`config.mk`:
```
export PLATFORM = sky130hd
export DESIGN_NAME = mem_req_port
export DESIGN_NICKNAME = d
export VERILOG_FILES = /design/src/rtl/mem_req_port.sv
export SDC_FILE = /design/constraint.sdc
export NUM_CORES = 1
export LEC_CHECK = 0
export BUFFER_PORTS_ARGS = -buffer_cell sky130_fd_sc_hd__buf_2
export CAP_MARGIN = 10
export CORE_UTILIZATION = 51
export CTS_CLUSTER_SIZE = 14
export DETAILED_ROUTE_END_ITERATION = 6
export GPL_ROUTABILITY_DRIVEN = 0
export GPL_TIMING_DRIVEN = 0
export PLACE_DENSITY = 0.9
export SYNTH_ARGS = -nofsm -noshare
export SYNTH_HDL_FRONTEND = slang
export SYNTH_SLANG_ARGS = --single-unit
export TNS_END_PERCENT = 30
```
`constraint.sdc`:
```
create_clock -name clk -period 2.7 [get_ports clk]
set_clock_uncertainty 0.05 [all_clocks]
set_input_delay 0.27 -clock clk [delete_from_list [all_inputs] [get_ports clk]]
set_output_delay 0.27 -clock clk [all_outputs]
set_load 0.05 [all_outputs]
```
`src/rtl/mem_req_port.sv`:
```
// mem_req_port
//   Initiator-side front end for the single-read/single-write word memory.
//   Accepts read/write requests over valid/ready, drives the memory read
//   address and write ports, tracks the fixed two-cycle read latency and
//   buffers returned data in an in-order response FIFO with backpressure.
//
// Parameters
//   DEPTH : response FIFO entries (3..16)
//   CW    : counter width, 2^CW > DEPTH
//
// Ports
//   clk, rst_n            : clock (rising edge), async active-low reset
//   req_valid/req_ready   : request handshake
//   req_wen               : 1 = write, 0 = read
//   req_addr, req_wdata   : word address and write data
//   rsp_valid/rsp_ready   : response handshake
//   rsp_data              : read data, in request order
//   mem_raddr, mem_rdata  : memory read port (2-cycle latency)
//   mem_wen, mem_waddr,
//   mem_wdata             : memory write port
//   busy                  : reads in flight or FIFO non-empty
module mem_req_port #(
  parameter int DEPTH = 4,
  parameter int CW    = 5
) (
  input  logic         clk,
  input  logic         rst_n,
  input  logic         req_valid,
  output logic         req_ready,
  input  logic         req_wen,
  input  logic [15:1]  req_addr,
  input  logic [15:0]  req_wdata,
  output logic         rsp_valid,
  input  logic         rsp_ready,
  output logic [15:0]  rsp_data,
  output logic [15:1]  mem_raddr,
  input  logic [15:0]  mem_rdata,
  output logic         mem_wen,
  output logic [15:1]  mem_waddr,
  output logic [15:0]  mem_wdata,
  output logic         busy
);

  localparam int PW = (DEPTH > 1) ? $clog2(DEPTH) : 1;

  logic          v1_q, v1_d;
  logic          v2_q, v2_d;
  logic [PW-1:0] wr_ptr_q, wr_ptr_d;
  logic [PW-1:0] rd_ptr_q, rd_ptr_d;
  logic [CW-1:0] count_q, count_d;
  logic [15:0]   fifo_q [DEPTH];
  logic [15:0]   fifo_d [DEPTH];

  logic [CW:0]   credit;
  logic          accept;
  logic          rd_acc;
  logic          wr_acc;
  logic          push;
  logic          pop;

  // Pointers wrap explicitly so DEPTH need not be a power of two.
  function automatic logic [PW-1:0] ptr_inc(input logic [PW-1:0] p);
    if (p == PW'(DEPTH - 1)) return '0;
    else                     return p + PW'(1);
  endfunction

  always_comb begin
    // Every read already accepted (in flight or buffered) holds a FIFO slot,
    // so the FIFO can never be pushed while full.
    credit    = {1'b0, count_q} + (CW+1)'(v1_q) + (CW+1)'(v2_q);
    req_ready = credit < (CW+1)'(DEPTH);

    accept    = req_valid && req_ready;
    rd_acc    = accept && !req_wen;
    wr_acc    = accept && req_wen;

    mem_raddr = req_addr;
    mem_waddr = req_addr;
    mem_wdata = req_wdata;
    mem_wen   = wr_acc;

    rsp_valid = (count_q != '0);
    rsp_data  = fifo_q[rd_ptr_q];
    busy      = v1_q | v2_q | (count_q != '0);

    // v2 marks the cycle in which mem_rdata carries the oldest in-flight read.
    push      = v2_q;
    pop       = rsp_valid && rsp_ready;
  end

  always_comb begin
    v1_d     = rd_acc;
    v2_d     = v1_q;
    fifo_d   = fifo_q;
    wr_ptr_d = wr_ptr_q;
    rd_ptr_d = rd_ptr_q;
    count_d  = count_q;

    if (push) begin
      fifo_d[wr_ptr_q] = mem_rdata;
      wr_ptr_d         = ptr_inc(wr_ptr_q);
    end
    if (pop) begin
      rd_ptr_d = ptr_inc(rd_ptr_q);
    end
    case ({push, pop})
      2'b10:   count_d = count_q + CW'(1);
      2'b01:   count_d = count_q - CW'(1);
      default: count_d = count_q;
    endcase
  end

  always_ff @(posedge clk or negedge rst_n) begin
    if (!rst_n) begin
      v1_q     <= 1'b0;
      v2_q     <= 1'b0;
      wr_ptr_q <= '0;
      rd_ptr_q <= '0;
      count_q  <= '0;
      for (int i = 0; i < DEPTH; i++) fifo_q[i] <= '0;
    end else begin
      v1_q     <= v1_d;
      v2_q     <= v2_d;
      wr_ptr_q <= wr_ptr_d;
      rd_ptr_q <= rd_ptr_d;
      count_q  <= count_d;
      for (int i = 0; i < DEPTH; i++) fifo_q[i] <= fifo_d[i];
    end
  end

endmodule

```
Word level (Yosys, flattened, before mapping)
Cells that the tools add are included.

Add/subtract/negate cells: 6. Order comparisons: 4. Equal/unequal tests: 4. Muxes and demuxes: 9. Bitwise gates (word level): 4. Reductions and logical operators: 8.

Operators with widths (count): 64-bit bitwise mux (1); 16-bit two-way mux (3); 16-bit binary-select mux with 2-bit select (1); 16-bit demux with 2-bit select (1); 5-bit one-hot mux with 2 select lines (1); 5-bit by 1-bit adder with 6-bit output (1); 6-bit by 1-bit adder with 6-bit output (1); 2-bit equality test (second input constant) (3); 3-bit greater-or-equal comparator (second input constant) (2); 6-bit by 3-bit < comparator with 1-bit output (second input constant) (1); 2-bit inverter with 3-bit output (2); 5-bit by 1-bit adder with 5-bit output (second input constant) (1); 1-bit logical AND (5); 5-bit nonzero test (1); 5-bit by 1-bit subtractor with 5-bit output (second input constant) (1); 2-bit by 1-bit adder with 2-bit output (second input constant) (2); 2-bit two-way mux (2); 3-bit by 1-bit < comparator with 1-bit output (second input constant) (1); 2-bit by 1-bit equality test with 1-bit output (second input constant) (1); 1-bit OR (2); 2-bit nonzero test (1); 1-bit zero test (1).

Flip-flop bits (word level): 75. Input bits: 52. Output and inout port bits: 66. Logic and storage cells: 44.

Logic depth before layout (Yosys ltp)
Word-level depth: 6. Gate-level depth with buffers: 12. Mapped depth without buffers: 11.

Worst setup path after synthesis
No wires, ideal clock.

Kind: register to register. Start: register count_q[2]. End: register count_q[2]. Arrival time: 2429 ps. Path slack: 93 ps. Stages on the path, launching flop included: 13. Buffers on the path: 1. Clock period less this slack: 2607 ps. Path through: dfrtp_1 -> nor2_2 -> or4b_4 -> nand2_2 -> inv_1 -> ha_1 -> buf_2 -> xor2_1 -> ha_1 -> a21oi_1 -> xor2_1 -> nor2_1 -> xor2_1.

Longest elaborated chain between the ends: 4. Elaborated cells on any way between the ends: 8.

Ends and longest elaborated chain: start: declaration (line 50) `logic [CW-1:0] count_q, count_d;`; start signal: assignment (line 126) `count_q <= count_d;`; 5-bit nonzero test * (line 82) `rsp_valid = (count_q != '0);`; via rsp_valid (line 33) `output logic rsp_valid,`; 1-bit logical AND * (line 88) `pop = rsp_valid && rsp_ready;`; 2-bit by 1-bit equality test with 1-bit output / 2-bit equality test (equally long branches) (line 106) `case ({push, pop})`; 5-bit one-hot mux with 2 select lines / 2-bit nonzero test (equally long branches).

The timed path passes the listed nets; every way through them passes the cells marked *. A chain may end at the register's enable or synchronous reset.

Final worst setup path
Start: register count_q[1]. End: register count_q[2].

Longest elaborated chain between the ends: 4. Elaborated cells on any way between the ends: 8.

Ends and longest elaborated chain: branches (longest 4 deep; another with 5-bit by 1-bit subtractor with 5-bit output).

Several ways; the timed one is not identified.

==> metrics.txt <==
Root Buffer clkbuf_8; DR pass1 iterations 4; unrepaired setup endpoints after global routing no; number of global-route vias before repair 2384; asr flop ratio synth 100%; Post-Syn Area 3770 sq um; TNS Setup 0 ns; IO Count ~120; DRC errors left 0; share of cells above drive strength 1 67.7%; outcome complete, no violations; ANT cells 0; post-synth top area cell dfrtp_1; DRT iter0 DRCs between 100 and 150; min Tclk post-route 2.54 ns; Tot GR Track Use between 10% and 20%; Slew Limit Fails 0; Port Buf Inserts 86; CP Max Fanout 9; average size of a mapped cell 14.2 sq um; WL/cell 15.2 microns; Final setup viols 0; Skew-Pair Late Insertion Delay 0.34 ns; dpl ws 0.00608 ns; Sink Count 75; clk slew on worst S/H paths 0.07 ns; cells on worst reg2reg path 10; WP data required 2.88 ns; Layout area overhead 23.0%; kind of critical path reg -> reg; syn nets between 300 and 400; placed cell count between 400 and 500; # rows 30; power density cells 1230 nW/um^2; period utilization 94.1%; via count 2402; CTS tree built; Relative slew margins around 66%; Total Routed Length 7090 microns; Max Buffers Root-to-Sink 2; core box area 6980 sq um; flop and latch count out of synthesis 75; EDFF count, synth 0; initial antenna violation count 0; Min-Delay Path Class in -> reg; die area ~7700 sq um; LEAKAGE 0.00218 uW; DPL Wire Length 4950 microns; MaxCap Viol Count 0; hold_ws 0.0491 ns; Final #Nets roughly 430; largest net degree at the start of global routing 76; number of CTS-inserted buffers 9; Finished Layout Cells 468; die height 88.0 microns; antenna viol nets, final 0; hold depth 2; worst slew pin tran 0.516 ns; CTS H-Tree Depth 3; Arrival @ worst endpoint 2.72 ns; synth cell count leaders 75 x dfrtp_1, 67 x mux2_2, 47 x buf_4; setup slack after layout 0.160 ns; Post-Syn Instances 265; final hold vios 0; count leader, synth dfrtp_1; Synth top area share 49.8%; grt ovf 0; predominant post-synthesis flop cell dfrtp_1; synth warn 0; CP Capture Type register; die width 88.0 microns; first-pass GRT wire length ~11000 microns; Worst Setup Start Kind register; Initial Utilization 54.0%; sequential fraction of the synthesis area between 40 and 50%; Yosys cell types 28; DR vias/cell 5.13; largest cells by area after synthesis dfrtp_1 50%, mux2_2 20%, mux4_2 9.6%; Peak VDD IR 634 uV; FMAX 394 MHz
[layout by cell type, fill, tap and decap left out, types with 4 or more instances in the layout]
cell type | netlist | routed
buf_2 | 8 | 92
nand2_1 | 5 | 5
clkbuf_8 | 0 | 11
nor2b_1 | 4 | 4
buf_4 | 47 | 52
inv_1 | 4 | 4
ha_1 | 9 | 7
dfrtp_1 | 75 | 73
mux4_2 | 16 | 16
xor2_1 | 4 | 4
o21ai_0 | 4 | 4
mux2_2 | 67 | 67
[repair_timing]
action / 4_1_cts / 5_1_grt
gates resized for setup: 2 / 6
hold buffers: 1 / 0
endpoints found under the hold margin: 75 / 0
endpoints found under the setup margin: 1 / 2
buffers inserted: 0 / 4
pin swaps: 0 / 3
[metrics by stage]
step / total power, uW / util, % / instance area [sq um]
global route: 6010 / 66.5 / 4640
global placement: 4550 / 61.9 / 4320
detailed placement: 4680 / 62.3 / 4350
finish: 5690 / 66.5 / 4640
floorplan: 4210 / - / 3770
CTS: 5660 / 65.8 / 4590
[kinds of logic (layout without fill, tap and decap cells)]
logic type / after synthesis / count (layout) / synth area share [%]
AO/OA/AOI/OAI: 12 / 12 / 1.96
adder cells (fa/ha/maj): 9 / 9 / 2.99
XOR/XNOR: 6 / 6 / 1.39
flip-flops: 75 / 75 / 49.8
buffers and inverters: 60 / 167 / 10.9
AND/OR/NAND/NOR: 20 / 20 / 3.42
multiplexers: 83 / 83 / 29.6
[state kept, by name, indices dropped and copies added (netlist names)]
register and cells:
wr_ptr_q 2, v1_q 1, count_q 5, fifo_q 64, rd_ptr_q 2, push 1
[worst max-delay path, cell delays in order (launching register included)]
cell and delay [ns]:
dfrtp_1 0.46, or4b_4 0.60, nand2_4 0.11, inv_1 0.06
ha_2 0.23, xor2_1 0.16, ha_2 0.21, a21oi_2 0.13
xor2_1 0.19, nor2_1 0.08, xor2_1 0.14
[path summary, 6_finish.rpt]
path / startpoint / endpoint / slack [ns]
min in group asynchronous: rst_n / fifo_q[3] / 0.42
min reg2reg: v1_q / push / 0.35
max: count_q[1] / count_q[2] / 0.16
min: req_wen / v1_q / 0.05
max reg2reg: count_q[1] / count_q[2] / 0.16
max in group asynchronous: rst_n / count_q[3] / 1.86
[layer usage]
layer	vias to the layer above	routed length (microns)	track usage (%)	part of all wire [%]
li1	1107	-	-	-
met1	1179	2910	23.2	41
met2	100	3610	32.6	51
met3	16	417	7.16	5.9
met4	0	160	7.60	2.3
met5	-	0	0	0
[power by group]
| part | leakage (uW) | switching, uW | internal, uW |
|---|---|---|---|
| registers | 0.000879 | 307 | 1660 |
| clock network | 0.000113 | 396 | 570 |
| logic | 0.00119 | 1600 | 1160 |
| total | 0.00218 | 2300 | 3390 |
[area by class of cell]
type	count	area [sq um]
buffer	55	392
clock buffer	12	155
fill	523	2340
sequential	75	1880
timing repair buffer	92	500
inverter	4	15.0
clock inverter	4	72.6
tap	96	120
multi-input combinational	130	1510
Power figures use the tool's default switching activity.
